## src/rtl/stopwatch_ctrl_if.sv

```systemverilog
// ---------------------------------------------------------------------------
// stopwatch_ctrl_if
// Control pulses and display-side signals of the stopwatch controller.
//   start_stop, lap, clear : single-cycle synchronous control pulses
//   hex3..hex0             : BCD digits M, S-tens, S-units, tenths
//   dp_out                 : active-low decimal points, bit i = digit i
//   run                    : high while counting (RUN or LAP)
//   ovf                    : sticky 9:59.9 -> 0:00.0 wrap flag
// master = pulse source / display consumer, slave = the controller.
// ---------------------------------------------------------------------------
interface stopwatch_ctrl_if;
  logic       start_stop;
  logic       lap;
  logic       clear;
  logic [3:0] hex3;
  logic [3:0] hex2;
  logic [3:0] hex1;
  logic [3:0] hex0;
  logic [3:0] dp_out;
  logic       run;
  logic       ovf;

  modport master (
    output start_stop, lap, clear,
    input  hex3, hex2, hex1, hex0, dp_out, run, ovf
  );

  modport slave (
    input  start_stop, lap, clear,
    output hex3, hex2, hex1, hex0, dp_out, run, ovf
  );
endinterface

```

## src/rtl/stopwatch_ctrl.sv

```systemverilog
// ---------------------------------------------------------------------------
// stopwatch_ctrl
// Sequencing controller for a four-digit M:SS.d stopwatch display.
// Prescales clk to a 0.1 s tick, keeps a BCD count, and supports a lap mode
// that freezes the display while counting continues underneath.
//   clk   : system clock, rising edge
//   reset : asynchronous, active-low
//   sw    : control pulses in, display digits / dp / run / ovf out
// Parameters: TICK_DIV clk cycles per tick (>= 2), PW prescaler width.
// ---------------------------------------------------------------------------
module stopwatch_ctrl #(
  parameter int unsigned TICK_DIV = 5_000_000,
  parameter int unsigned PW       = 23
) (
  input  logic              clk,
  input  logic              reset,
  stopwatch_ctrl_if.slave   sw
);

  typedef enum logic [1:0] {
    S_IDLE   = 2'd0,
    S_RUN    = 2'd1,
    S_PAUSED = 2'd2,
    S_LAP    = 2'd3
  } state_t;

  localparam logic [PW-1:0] TICK_LAST = PW'(TICK_DIV - 1);

  // BCD cascade increment of {d3,d2,d1,d0}; bit 16 flags the 9:59.9 wrap.
  function automatic logic [16:0] bcd_inc(input logic [15:0] c);
    logic [3:0] d0;
    logic [3:0] d1;
    logic [3:0] d2;
    logic [3:0] d3;
    logic       wrap;
    d0   = c[3:0];
    d1   = c[7:4];
    d2   = c[11:8];
    d3   = c[15:12];
    wrap = 1'b0;
    if (d0 == 4'd9) begin
      d0 = 4'd0;
      if (d1 == 4'd9) begin
        d1 = 4'd0;
        if (d2 == 4'd5) begin
          d2 = 4'd0;
          if (d3 == 4'd9) begin
            d3   = 4'd0;
            wrap = 1'b1;
          end else begin
            d3 = d3 + 4'd1;
          end
        end else begin
          d2 = d2 + 4'd1;
        end
      end else begin
        d1 = d1 + 4'd1;
      end
    end else begin
      d0 = d0 + 4'd1;
    end
    return {wrap, d3, d2, d1, d0};
  endfunction

  state_t         r_state;
  state_t         w_state_nxt;
  logic [PW-1:0]  r_presc;
  logic [15:0]    r_count;
  logic [15:0]    r_lap;
  logic           r_ovf;

  logic           w_counting;
  logic           w_tick;
  logic [16:0]    w_inc;
  logic           w_cap;      // lap capture on this edge
  logic           w_zero;     // PAUSED clear: zero count and prescaler
  logic           w_ovf_clr;

  assign w_counting = (r_state == S_RUN) || (r_state == S_LAP);
  assign w_tick     = w_counting && (r_presc == TICK_LAST);
  assign w_inc      = bcd_inc(r_count);

  // Next-state decode; the if/else chains encode clear > start_stop > lap
  // among the pulses that are legal in each state.
  always_comb begin
    w_state_nxt = r_state;
    w_cap       = 1'b0;
    w_zero      = 1'b0;
    w_ovf_clr   = 1'b0;
    case (r_state)
      S_IDLE: begin
        if (sw.clear) begin
          w_ovf_clr = 1'b1;
        end else if (sw.start_stop) begin
          w_state_nxt = S_RUN;
        end else begin
          w_state_nxt = S_IDLE;
        end
      end
      S_RUN: begin
        if (sw.start_stop) begin
          w_state_nxt = S_PAUSED;
        end else if (sw.lap) begin
          w_state_nxt = S_LAP;
          w_cap       = 1'b1;
        end else begin
          w_state_nxt = S_RUN;
        end
      end
      S_LAP: begin
        if (sw.start_stop) begin
          w_state_nxt = S_PAUSED;
        end else if (sw.lap) begin
          w_state_nxt = S_RUN;
        end else begin
          w_state_nxt = S_LAP;
        end
      end
      S_PAUSED: begin
        if (sw.clear) begin
          w_state_nxt = S_IDLE;
          w_zero      = 1'b1;
          w_ovf_clr   = 1'b1;
        end else if (sw.start_stop) begin
          w_state_nxt = S_RUN;
        end else begin
          w_state_nxt = S_PAUSED;
        end
      end
      default: begin
        w_state_nxt = S_IDLE;
      end
    endcase
  end

  // State register.
  always_ff @(posedge clk or negedge reset) begin
    if (!reset) begin
      r_state <= S_IDLE;
    end else begin
      r_state <= w_state_nxt;
    end
  end

  // Prescaler: runs in RUN/LAP (including the cycle a pause is requested),
  // held in PAUSED so a resume continues the partial tenth, zero in IDLE.
  always_ff @(posedge clk or negedge reset) begin
    if (!reset) begin
      r_presc <= '0;
    end else if (w_zero) begin
      r_presc <= '0;
    end else if (w_counting) begin
      r_presc <= w_tick ? '0 : (r_presc + PW'(1));
    end else if (r_state == S_IDLE) begin
      r_presc <= '0;
    end else begin
      r_presc <= r_presc;
    end
  end

  // BCD count; ticks only occur in RUN/LAP so they never meet a clear.
  always_ff @(posedge clk or negedge reset) begin
    if (!reset) begin
      r_count <= 16'h0000;
    end else if (w_zero) begin
      r_count <= 16'h0000;
    end else if (w_tick) begin
      r_count <= w_inc[15:0];
    end else begin
      r_count <= r_count;
    end
  end

  // Lap latch takes the pre-increment count even when a tick coincides.
  always_ff @(posedge clk or negedge reset) begin
    if (!reset) begin
      r_lap <= 16'h0000;
    end else if (w_cap) begin
      r_lap <= r_count;
    end else begin
      r_lap <= r_lap;
    end
  end

  // Sticky wrap flag.
  always_ff @(posedge clk or negedge reset) begin
    if (!reset) begin
      r_ovf <= 1'b0;
    end else if (w_ovf_clr) begin
      r_ovf <= 1'b0;
    end else if (w_tick && w_inc[16]) begin
      r_ovf <= 1'b1;
    end else begin
      r_ovf <= r_ovf;
    end
  end

  assign sw.hex3   = (r_state == S_LAP) ? r_lap[15:12] : r_count[15:12];
  assign sw.hex2   = (r_state == S_LAP) ? r_lap[11:8]  : r_count[11:8];
  assign sw.hex1   = (r_state == S_LAP) ? r_lap[7:4]   : r_count[7:4];
  assign sw.hex0   = (r_state == S_LAP) ? r_lap[3:0]   : r_count[3:0];
  assign sw.dp_out = (r_state == S_LAP) ? 4'b0100 : 4'b0101;
  assign sw.run    = w_counting;
  assign sw.ovf    = r_ovf;

endmodule

```

## src/flat_wrapper.sv

```systemverilog
// flat-port wrapper written by rule: the top's interface ports become plain ports
module stopwatch_ctrl_flat 
#(
  parameter int unsigned TICK_DIV = 5_000_000,
  parameter int unsigned PW       = 23
)
  (clk, reset, sw_start_stop, sw_lap, sw_clear, sw_hex3, sw_hex2, sw_hex1, sw_hex0, sw_dp_out, sw_run, sw_ovf);
  stopwatch_ctrl_if sw_i ();
  input  logic clk;
  input  logic reset;
  input wire logic [$bits(sw_i.start_stop)-1:0] sw_start_stop;
  input wire logic [$bits(sw_i.lap)-1:0] sw_lap;
  input wire logic [$bits(sw_i.clear)-1:0] sw_clear;
  output wire logic [$bits(sw_i.hex3)-1:0] sw_hex3;
  output wire logic [$bits(sw_i.hex2)-1:0] sw_hex2;
  output wire logic [$bits(sw_i.hex1)-1:0] sw_hex1;
  output wire logic [$bits(sw_i.hex0)-1:0] sw_hex0;
  output wire logic [$bits(sw_i.dp_out)-1:0] sw_dp_out;
  output wire logic [$bits(sw_i.run)-1:0] sw_run;
  output wire logic [$bits(sw_i.ovf)-1:0] sw_ovf;
  assign sw_i.start_stop = sw_start_stop;
  assign sw_i.lap = sw_lap;
  assign sw_i.clear = sw_clear;
  assign sw_hex3 = sw_i.hex3;
  assign sw_hex2 = sw_i.hex2;
  assign sw_hex1 = sw_i.hex1;
  assign sw_hex0 = sw_i.hex0;
  assign sw_dp_out = sw_i.dp_out;
  assign sw_run = sw_i.run;
  assign sw_ovf = sw_i.ovf;
  stopwatch_ctrl #(.TICK_DIV(TICK_DIV), .PW(PW)) u_core (.clk(clk), .reset(reset), .sw(sw_i));
endmodule
```

## config.mk

```make
export PLATFORM = sky130hd
export DESIGN_NAME = stopwatch_ctrl_flat
export DESIGN_NICKNAME = d
export VERILOG_FILES = /design/src/rtl/stopwatch_ctrl_if.sv /design/src/rtl/stopwatch_ctrl.sv /design/src/flat_wrapper.sv
export SDC_FILE = /design/constraint.sdc
export NUM_CORES = 1
export LEC_CHECK = 0
export CAP_MARGIN = 20
export CORE_MARGIN = 2
export CORE_UTILIZATION = 49
export CTS_BUF_LIST = sky130_fd_sc_hd__clkbuf_4
export DETAILED_ROUTE_END_ITERATION = 10
export HOLD_SLACK_MARGIN = 0.15
export PLACE_DENSITY_LB_ADDON = 0.15
export REMOVE_ABC_BUFFERS = 1
export SKIP_CTS_REPAIR_TIMING = 1
export SLEW_MARGIN = 25
export SYNTH_ARGS = -nofsm -noshare
export SYNTH_HDL_FRONTEND = slang
export SYNTH_SLANG_ARGS = --single-unit
```

## constraint.sdc

```tcl
create_clock -name clk -period 3 [get_ports clk]
set_input_delay 0.6 -clock clk [delete_from_list [all_inputs] [get_ports clk]]
set_output_delay 0.6 -clock clk [all_outputs]
set_load 0.005 [all_outputs]
```

==> impl_metrics.yaml <==
placement:
  place_inst: 431
  io_buffers: 23
  dpl.hpwl_mm: 4.768
  gp_congestion: 0.8499
  postPlaceCellArea_um2: 3675
sta:
  max_freq_mhz: 373.7
  maxSlewHeadroom: 0.4517
  hold_viol: 0
  fin_skew_ns: 0.007300
  setup_violations: 0
  fin_crit_sh: 0.8920
  fin_crit_ns: 2.676
  hold-worst-slack_ns: 0.2211
  finalMaxSlewViolations: 0
  fin_tns_setup_ns: 0
  worst_pin_slew_ns: 0.8225
  rsz0062_at_grt: "no"
floorplanning:
  die_w_um: 86.70
  dieArea_um2: 7516
  ioPinCount: 27
  die_h_um: 86.70
  rows: 30
  core-area_um2: 6719
  start_util: 0.4987
drt:
  ant_nets: 0
  drt_iter0_drc: 98
  drtPass1Iterations: 4
  drc: 0
  vias: 2627
  via_per_inst: 5.877
  drt_wl_total_mm: 6.901
  wire_per_inst_um: 15.44
clocking:
  root_buffer: "clkbuf_4"
  numCtsBuffers: 9
  cts_buffer_depth: 2
  cts_sinks: 58
  cts_tree: "done"
  clkSlewWorstSetupHoldPaths_ns: 0.10
  insertion_delay_ns: 0.40
  ctsHtreeMaxLevel: 3
pwr:
  ir_drop_mv: 0.3141
  power_density_nw_per_um2: 435.3
  p_leak_nw: 1.645
  total_power_mw: 1.657
critical_path:
  worstSetupPathType: "register to primary output"
  slowest_delay_ns: 0.49
  path_buf_inv: 2
  critPathLaunchType: "register"
  cp.required_ns: 2.40
  end_kind: "primary output"
  critical_path.top_delay_family: "buffers and inverters"
  reg2reg_slack_ns: 0.65
  path_cells: "nand2_1 > buf_4 > mux2_2 > clkdlybuf4s50_1"
  cp.arrival_ns: 2.08
  slowest_stage: "dfrtp_1"
  path_max_fanout: 17
synth:
  synth_cells: 336
  synth_warnings: 0
  ys_ff_latch: 58
  synthTopCellsByArea: "dfrtp_1 (43%), mux2_2 (11%), ha_1 (3.4%)"
  netlist_area_um2: 3351
  ys_seq_area_frac: 0.4332
  synth_top_area_share: 0.4332
  synth-async-reset-ratio: 1.000
  netlist_top_cells_count: "dfrtp_1 (58), mux2_2 (32), nor2_1 (24)"
  synth_cell_types: 55
  synthMostInstantiatedCell: "dfrtp_1"
  synth-edff-count: 0
  avgSynthCellArea_um2: 9.972
  synth_top_cell_by_area: "dfrtp_1"
  synthFlopType: "dfrtp_1"
cells_and_area:
  stdcell_count: 447
  fillers: 590
  regArea_um2: 1451
  design_area_um2: 3807
  fin_nets: 376
  drive_gt1_frac: 0.1853
  area.growth.synth_to_final_pct: 13.63
  num_antenna_cells: 0
  multiInputGateArea_um2: 1788
global_route:
  grt_use_total: 0.2025
  grt_pass1_wl_mm: 12.01
  grt_start_max_net_pins: 32
  grt_pass1_vias: 2549
  gr-total-overflow: 0
  antenna_found_initial: 0
job:
  drv_cap: 0
worst_hold_path:
  hp-class: "input pin to asynchronous set/reset pin"
status:
  status: "finished clean"
through the flow:
step	setup WS [ns]	util
global route	0.1900	0.5667
finish	0.3239	0.5667
CTS	0.2962	0.5667
detailed placement	0.6132	0.5469
floorplan	0.8359	-
global placement	0.6664	0.5469
final cells by class:
type | count | share of cell area
clock inverters | 6 | 0.01512
multi-input cells | 252 | 0.4696
flip-flops and latches | 58 | 0.3812
inverters | 10 | 0.009859
repair buffers | 31 | 0.07821
well taps | 80 | 0.02629
clock buffers | 10 | 0.01972
sequential cells by signal (all words and copies together), names as in the netlist:
name	cells
u_core.r_state	2
u_core.r_presc	23
u_core.sw.ovf	1
u_core.r_count	16
u_core.r_lap	16
final timing paths:
check,start,endpoint,depth (start not counted)
min in group clk,u_core.r_lap[2],u_core.r_lap[2],1
max in group asynchronous,reset,u_core.r_presc[10],2
hold reg to reg,u_core.r_lap[2],u_core.r_lap[2],1
hold / removal,reset,u_core.r_count[3],1
setup reg to reg,u_core.r_presc[0],u_core.r_presc[10],6
setup / recovery,u_core.r_state[0],sw_hex1[3],4
metal layers:
| layer | GRT usage | share of wire | wire length, µm |
|---|---|---|---|
| met4 | 0.06818 | 0.011 | 78 |
| met3 | 0.04762 | 0.026 | 180 |
| met2 | 0.3378 | 0.49 | 3370 |
| met1 | 0.2588 | 0.47 | 3271 |
| met5 | 0 | 0 | 0 |
placed cells by master, fill, tap and decap left out, types with 4 or more instances in the layout:
cell type,instances
dfrtp_1,58
mux2_2,32
nor2_1,24
nand2_1,22
a21oi_1,22
clkdlybuf4s50_1,22
o21ai_0,20
nand3_1,17
inv_1,10
clkbuf_4,10
mux2i_1,9
ha_1,9
a31oi_1,8
buf_4,7
or3_1,6
nand4_1,6
and3b_1,5
nor3_1,5
and3_1,5
o211ai_1,4
a22o_1,4
cells by family (layout without fill, tap and decap cells):
| group | count (synthesis) | after routing | share of synthesized area |
|---|---|---|---|
| AND/OR/NAND/NOR | 125 | 125 | 0.2218 |
| AO/OA/AOI/OAI | 72 | 72 | 0.1337 |
| flip-flops | 58 | 58 | 0.4332 |
| multiplexers | 41 | 41 | 0.1344 |
| buffers and inverters | 27 | 57 | 0.03585 |
| adder cells (fa/ha/maj) | 9 | 9 | 0.03361 |
| other | 2 | 3 | 0.002241 |
| XOR/XNOR | 2 | 2 | 0.005229 |
where the power goes:
group / switching [mW] / leakage [nW] / total [mW] / internal (mW)
sequential: 0.0523 / 0.792 / 0.895 / 0.843
clock: 0.294 / 0.0776 / 0.552 / 0.258
combinational: 0.0986 / 0.776 / 0.211 / 0.112
Power figures use the tool's default switching activity.
